==> src/rtl/sistema_lut_pkg.sv <==
// Shared definitions for the sistema_lut block.
// Holds the control FSM state encoding and the default sizing constants
// used by the top level and its bench.
package sistema_lut_pkg;

  typedef enum logic [1:0] {
    ST_UNCFG = 2'd0,
    ST_LOAD  = 2'd1,
    ST_RUN   = 2'd2
  } state_t;

  localparam int N_IN_DEF  = 4;
  localparam int CNT_W_DEF = 8;

endpackage

==> src/rtl/sistema_lut_sat_counter.sv <==
// Saturating up-counter with a synchronous clear that overrides increment.
// Ports:
//   CLK    - clock, rising edge
//   RST_N  - asynchronous active-low reset, forces the count to 0
//   i_clr  - synchronous clear, has priority over i_inc
//   i_inc  - add one this cycle unless already at the maximum value
//   o_cnt  - current count
module sat_counter #(
  parameter int CNT_W = 8
) (
  input  logic             CLK,
  input  logic             RST_N,
  input  logic             i_clr,
  input  logic             i_inc,
  output logic [CNT_W-1:0] o_cnt
);

  logic [CNT_W-1:0] r_cnt;
  logic             w_at_max;

  assign w_at_max = &r_cnt;

  always_ff @(posedge CLK or negedge RST_N) begin
    if (!RST_N) begin
      r_cnt <= '0;
    end else if (i_clr) begin
      r_cnt <= '0;
    end else if (i_inc && !w_at_max) begin
      r_cnt <= r_cnt + 1'b1;
    end
  end

  assign o_cnt = r_cnt;

endmodule

==> src/rtl/sistema_lut.sv <==
// Serially configurable N_IN-input lookup table with a registered output
// and a saturating count of results equal to 1.
// Ports:
//   CLK, RST_N            - clock and asynchronous active-low reset
//   CFG_START             - pulse: (re)start a truth-table load at entry 0
//   CFG_VALID, CFG_BIT    - serial table bits, entry 0 first
//   CFG_DONE              - high while a complete table is loaded (RUN)
//   IN_VALID, IN          - lookup request; IN[N_IN-1] is input A
//   Q, Q_VALID            - registered lookup result, one cycle latency
//   CNT_CLR               - synchronous clear of ONES_CNT
//   ONES_CNT              - number of valid results with Q=1 (saturating)
module sistema_lut
  import sistema_lut_pkg::*;
#(
  parameter int N_IN  = N_IN_DEF,
  parameter int CNT_W = CNT_W_DEF
) (
  input  logic             CLK,
  input  logic             RST_N,
  input  logic             CFG_START,
  input  logic             CFG_VALID,
  input  logic             CFG_BIT,
  output logic             CFG_DONE,
  input  logic             IN_VALID,
  input  logic [N_IN-1:0]  IN,
  output logic             Q,
  output logic             Q_VALID,
  input  logic             CNT_CLR,
  output logic [CNT_W-1:0] ONES_CNT
);

  localparam int DEPTH = 1 << N_IN;

  state_t            r_state;
  logic [DEPTH-1:0]  r_table;
  logic [N_IN-1:0]   r_idx;
  logic              r_q;
  logic              r_q_valid;
  logic              r_cfg_done;
  logic              w_last_bit;

  assign w_last_bit = (r_idx == N_IN'(DEPTH - 1));

  always_ff @(posedge CLK or negedge RST_N) begin
    if (!RST_N) begin
      r_state    <= ST_UNCFG;
      r_table    <= '0;
      r_idx      <= '0;
      r_q        <= 1'b0;
      r_q_valid  <= 1'b0;
      r_cfg_done <= 1'b0;
    end else begin
      r_q_valid <= 1'b0;
      // CFG_START outranks everything, including a coincident CFG_VALID bit.
      if (CFG_START) begin
        r_state    <= ST_LOAD;
        r_idx      <= '0;
        r_cfg_done <= 1'b0;
      end else begin
        case (r_state)
          ST_LOAD: begin
            if (CFG_VALID) begin
              r_table[r_idx] <= CFG_BIT;
              r_idx          <= r_idx + 1'b1;
              if (w_last_bit) begin
                r_state    <= ST_RUN;
                r_cfg_done <= 1'b1;
              end
            end
          end
          ST_RUN: begin
            if (IN_VALID) begin
              r_q       <= r_table[IN];
              r_q_valid <= 1'b1;
            end
          end
          default: begin
            r_state <= ST_UNCFG;
          end
        endcase
      end
    end
  end

  sat_counter #(
    .CNT_W (CNT_W)
  ) u_ones_cnt (
    .CLK   (CLK),
    .RST_N (RST_N),
    .i_clr (CNT_CLR),
    .i_inc (r_q_valid & r_q),
    .o_cnt (ONES_CNT)
  );

  assign CFG_DONE = r_cfg_done;
  assign Q        = r_q;
  assign Q_VALID  = r_q_valid;

endmodule

==> config.mk <==
export PLATFORM = sky130hd
export DESIGN_NAME = sistema_lut
export DESIGN_NICKNAME = d
export VERILOG_FILES = /design/src/rtl/sistema_lut_pkg.sv /design/src/rtl/sistema_lut_sat_counter.sv /design/src/rtl/sistema_lut.sv
export SDC_FILE = /design/constraint.sdc
export NUM_CORES = 1
export LEC_CHECK = 0
export CORE_ASPECT_RATIO = 2
export CORE_MARGIN = 5
export CORE_UTILIZATION = 50
export DETAILED_ROUTE_END_ITERATION = 12
export PLACE_DENSITY = 0.73
export SETUP_SLACK_MARGIN = 0.1
export SLEW_MARGIN = 20
export SYNTH_ARGS = -nofsm -noshare
export SYNTH_HDL_FRONTEND = slang
export SYNTH_HIERARCHICAL = 1
export SYNTH_SLANG_ARGS = --single-unit
==> constraint.sdc <==
create_clock -name CLK -period 3.8 [get_ports CLK]
set_clock_uncertainty 0.05 [all_clocks]
set_input_delay 0.57 -clock CLK [delete_from_list [all_inputs] [get_ports CLK]]
set_output_delay 0.57 -clock CLK [all_outputs]
set_load 0.03 [all_outputs]
# After elaboration in Yosys (flattened, before gate mapping)
# Cells that the tools add are included.
op_classes:
  add_sub_neg: 2
  muxes: 21
  bitwise_logic: 2
  order_cmp: 3
  n_eq_ne: 6
  n_reduce_logical: 13
op_table:
  columns: ["cell", "count"]
  rows:
  - ["16-bit bitwise mux", 1]
  - ["8-bit 2-to-1 mux", 2]
  - ["4-bit 2-to-1 mux", 3]
  - ["3-bit AND reduction", 4]
  - ["4-bit by 5-bit less-than comparator with 1-bit output (second input constant)", 2]
  - ["1-bit 2-to-1 mux", 9]
  - ["8-bit by 1-bit adder with 8-bit output (second input constant)", 1]
  - ["8-bit AND reduction", 1]
  - ["2-bit nonzero test", 4]
  - ["2-bit 2-to-1 mux", 3]
  - ["3-bit != test (second input constant)", 2]
  - ["4-bit by 1-bit adder with 4-bit output (second input constant)", 1]
  - ["1-bit binary-select mux with 4-bit select", 1]
  - ["1-bit demux with 4-bit select", 1]
  - ["4-bit equality test (second input constant)", 1]
  - ["4-bit by 1-bit greater-or-equal comparator with 1-bit output (second input constant)", 1]
  - ["2-bit case mux with 2 select lines", 1]
  - ["2-bit by 1-bit equality test with 1-bit output (second input constant)", 1]
  - ["2-bit equality test (second input constant)", 1]
  - ["1-bit logical AND", 2]
  - ["2-bit != test (second input constant)", 1]
  - ["2-bit AND reduction", 1]
  - ["1-bit AND", 1]
  - ["1-bit logical NOT", 1]
  - ["1-bit NOT", 1]
word_totals:
  elab_cells: 54
  output_inout_bits: 11
  input_bits: 11
  reg_bits: 33

# Logic depth before layout (Yosys ltp)
depth:
  ltp_word: 5
  ltp_mapped: 6
  mapped_depth_nobuf: 5

# By module
# Netlist, hierarchy kept.
by_module_without_submodules:
  columns: ["module", "seq_area_each_um2", "cells_per_inst", "area_per_inst_um2", "n_inst"]
  rows:
  - ["sistema_lut", 625.6, 113, 1297.5, 1]
  - ["sat_counter", 200.2, 47, 505.5, 1]

# Least setup slack after synthesis
# OpenSTA, ideal clock, no wires.
synth_path:
  path_kind: "register to register"
  start: "reg u_ones_cnt.r_cnt[0] (netlist: u_ones_cnt/o_cnt[0])"
  end: "reg u_ones_cnt.r_cnt[5] (netlist: u_ones_cnt/o_cnt[5])"
  n_path_buf: 0
  period_less_slack_ns: 1.747
  required_ns: 3.625
  t_arrival_ns: 1.572
  stages_incl_launch_ff: 5
  setup_ns: 0.125
  path_slack_ns: 2.053
  path_cell_list: "dfrtp_1 > ha_1 > and3_2 > a211oi_2 > mux2_4"
synth_via:
  elab_chain_len: 4
  word_cells_on_any_way: 7
  cone_classes: "1 x add/sub; 2 x mux; 4 x reduce/logical"
synth_lines:
  columns: ["element", "line_no", "rtl"]
  rows:
  - ["start: declaration", "sistema_lut_sat_counter.sv:18", "logic [CNT_W-1:0] r_cnt;"]
  - ["start signal: assignment", "sistema_lut_sat_counter.sv:29", "r_cnt <= r_cnt + 1'b1;"]
  - ["parallel branches: the longest is 4 deep, another holds 8-bit by 1-bit adder with 8-bit output", null, null]
# Several ways; the timed one is not identified. The select of a mux whose other input is x is not followed.
# A chain may end at the register's enable or synchronous reset.

# Worst setup path in the final report
layout_path:
  start: "in IN[0]"
  end: "reg r_q (netlist: Q)"
layout_via:
  elab_chain_len: 2
layout_lines:
  columns: ["element", "line_no", "rtl"]
  rows:
  - ["start: declaration", "sistema_lut.sv:25", "input logic [N_IN-1:0] IN,"]
  - ["1-bit binary-select mux with 4-bit select", "sistema_lut.sv:73", "r_q <= r_table[IN];"]
  - ["1-bit 2-to-1 mux (implied by the code)", "sistema_lut.sv:73", null]
  - ["end signal: assignment", "sistema_lut.sv:73", null]
  - ["end: declaration", "sistema_lut.sv:37", "logic r_q;"]
# Every way passes these cells. The select of a mux whose other input is x is not followed.

==> results.yml <==
setup_path:
  crit_path_end_kind: "flop"
  regToRegSetupSlack_ns: 2.08
  reg2regPathDepth: 4
  critPathLaunchType: "primary input"
  crit_required_ns: 3.91
  reg2reg_to: "u_ones_cnt/o_cnt[5]"
  critPathKind: "in -> reg"
  arrival_ns: 2.24
  worstReg2RegStart: "u_ones_cnt/o_cnt[0]"
  critPathMaxFanout: 6
yosys:
  syn_nets: 176
  synth_area_mm2: 0.00180
  seq_area_frac_synth_pct: 45.8
  synth_edf_count: 0
  yosysTopAreaCellShare_pct: 45.8
  syn-mean-instance-area_um2: 11.3
  ys_types: 45
  synth.ff_latch_count: 33
  synthCells: 160
  synth_warnings: 6
  netlist_top_cells_count: "dfrtp_1 (33), nand2_1 (17), mux2_2 (16)"
  yosysMostFrequentCell: "dfrtp_1"
  synth_area_leaders: "dfrtp_1 (46%), mux2_2 (10%), nand2_1 (3.5%)"
  async_flop_share_pct: 100
  yosys.area.top_type: "dfrtp_1"
  ys.flop_type: "dfrtp_1"
power_and_ir_drop:
  power_uw: 710
  vdd_drop_max_mv: 0.235
  p_leak_uw: 0.000916
  power_density_mw_per_mm2: 337
cts:
  post_cts_buffers: 0
  cts_tree: "yes"
  htreeDepth: 2
  cts_hold_buf: 0
  clk_latency_ns: 0.28
  cts-root-buf: "clkbuf_8"
  clkTransAtPathRegs_ns: 0.06
  cts_buffers: 5
  cts.sinks: 33
  clk_path_buf_depth: 2
  cts.repair.resized: 0
sta:
  hold_viol: 0
  finalSetupTns_ns: 0
  grt_setup_unrepaired: "false"
  setup_viol: 0
  worstMarginPinSlew_ns: 0.486
  hold_ws_ns: 0.451
  setup_ws_ns: 1.67
  min_period_ns: 2.13
  finalCritPeriodShare_pct: 56.2
  relSlewSlack_pct: 67.5
  fmax_ghz: 0.468
  slew_viol_final: 0
routing:
  via_per_inst: 5.73
  wl_per_cell_um: 16.8
  wl_mm: 3.88
  final_antenna_net_count: 0
  vias: 1324
  dr.pass1.iters: 4
  drt_iter0_markers: 29
  route.detailed.drc: 0
global_routing:
  grt_pass1_wl_mm: 6.30
  grt_pass1_vias: 1358
  grt_antenna_before_repair: 0
  grtUsageTotal_pct: 17.8
  grt.overflow.total: 0
  grt_max_degree: 34
placement:
  place_hpwl_mm: 3.09
  dpl_worst_slack_ns: 1.36
  globalplace.congestion: 0.763
  io_buffer_count: 21
  placed_cells: 224
die:
  core_mm2: 0.00357
  fp-row-count: 31
  die_h_um: 94.9
  start_util_pct: 50.5
  io_pins: 22
  dieWidth_um: 52.5
  dieArea_mm2: 0.00498
hold_path:
  hold_end: "r_table[9]"
  hold_depth: 1
  hold_class: "reg -> reg"
  hold_start: "r_table[9]"
cells_and_area:
  final_cell_count_no_fill: 231
  area_growth_syn_to_layout_pct: 16.9
  diodes: 0
  final_layout_size_suffix_gt1_share_pct: 21.4
  nets: 198
outcome:
  outcome: "finished, final reports clean"
flow_run:
  maxCapViolCount: 0
==> worst max-delay path by stage <==
stage	from	to	slack [ns]	depth (start not counted)
2_1_floorplan	u_ones_cnt/o_cnt[0]	u_ones_cnt/o_cnt[5]	2.05	4
3_3_place_gp	IN[0]	Q	1.40	4
3_5_place_dp	IN[0]	Q	1.36	4
4_1_cts	IN[0]	Q	1.65	4
5_1_grt	IN[0]	Q	1.60	4
6_report	IN[0]	Q	1.67	4
==> state kept, by name (all words and copies together), names as in the netlist <==
| signal | flops |
|---|---|
| Q_VALID | 1 |
| CFG_DONE | 1 |
| u_ones_cnt/o_cnt | 8 |
| r_idx | 4 |
| r_table | 16 |
| Q | 1 |
| r_state | 2 |
==> area by class of cell <==
type	count	area, µm²
clock buffers	7	86.3
fillers	330	1460
inverters	5	18.8
multi-input cells	115	897
flip-flops and latches	33	826
well taps	49	61.3
repair buffers	22	218
==> where the power goes <==
| group | internal, µW | switching (µW) |
|---|---|---|
| registers | 368 | 10.6 |
| clock network | 143 | 117 |
| logic | 36.7 | 33.7 |
==> through the flow <==
stage	util [%]	cell area, µm²
2_1_floorplan	-	1800
3_3_place_gp	56.6	2020
3_5_place_dp	56.6	2020
4_1_cts	59.0	2110
5_1_grt	59.0	2110
6_report	59.0	2110
==> critical path, stage by stage <==
cell and delay (ns):
clkdlybuf4s50_1 0.73, mux4_2 0.59, o2111ai_1 0.24, o211ai_1 0.11
==> kinds of logic after synthesis <==
family / count (synthesis) / share of synthesized area (%)
adder cells (fa/ha/maj): 5 / 3.47
multiplexers: 28 / 19.2
XOR/XNOR: 2 / 0.972
flip-flops: 33 / 45.8
buffers and inverters: 12 / 4.44
AND/OR/NAND/NOR: 62 / 18.5
AO/OA/AOI/OAI: 18 / 7.70
==> per-layer routing <==
metal	track usage (%)	vias up	routed length, µm
li1	-	608	-
met1	15.7	669	1260
met2	33.6	35	2280
met3	3.79	12	146
met4	11.5	0	192
met5	0	-	0
==> cells in the final DEF (no fill, tap or decap), drive strengths merged, types with 2 or more instances in the layout <==
| master | instances |
|---|---|
| a21boi | 2 |
| mux2i | 6 |
| nor2 | 10 |
| and3 | 2 |
| ha | 5 |
| clkbuf | 7 |
| mux2 | 20 |
| a211oi | 2 |
| nor2b | 6 |
| o2111ai | 2 |
| mux4 | 2 |
| nand2 | 17 |
| clkdlybuf4s50 | 21 |
| nand3 | 9 |
| and4 | 2 |
| inv | 5 |
| and2 | 4 |
| a21oi | 5 |
| nand3b | 2 |
| nand4 | 3 |
| o21ai | 2 |
| dfrtp | 33 |
| nand2b | 2 |
Power figures use the tool's default switching activity.
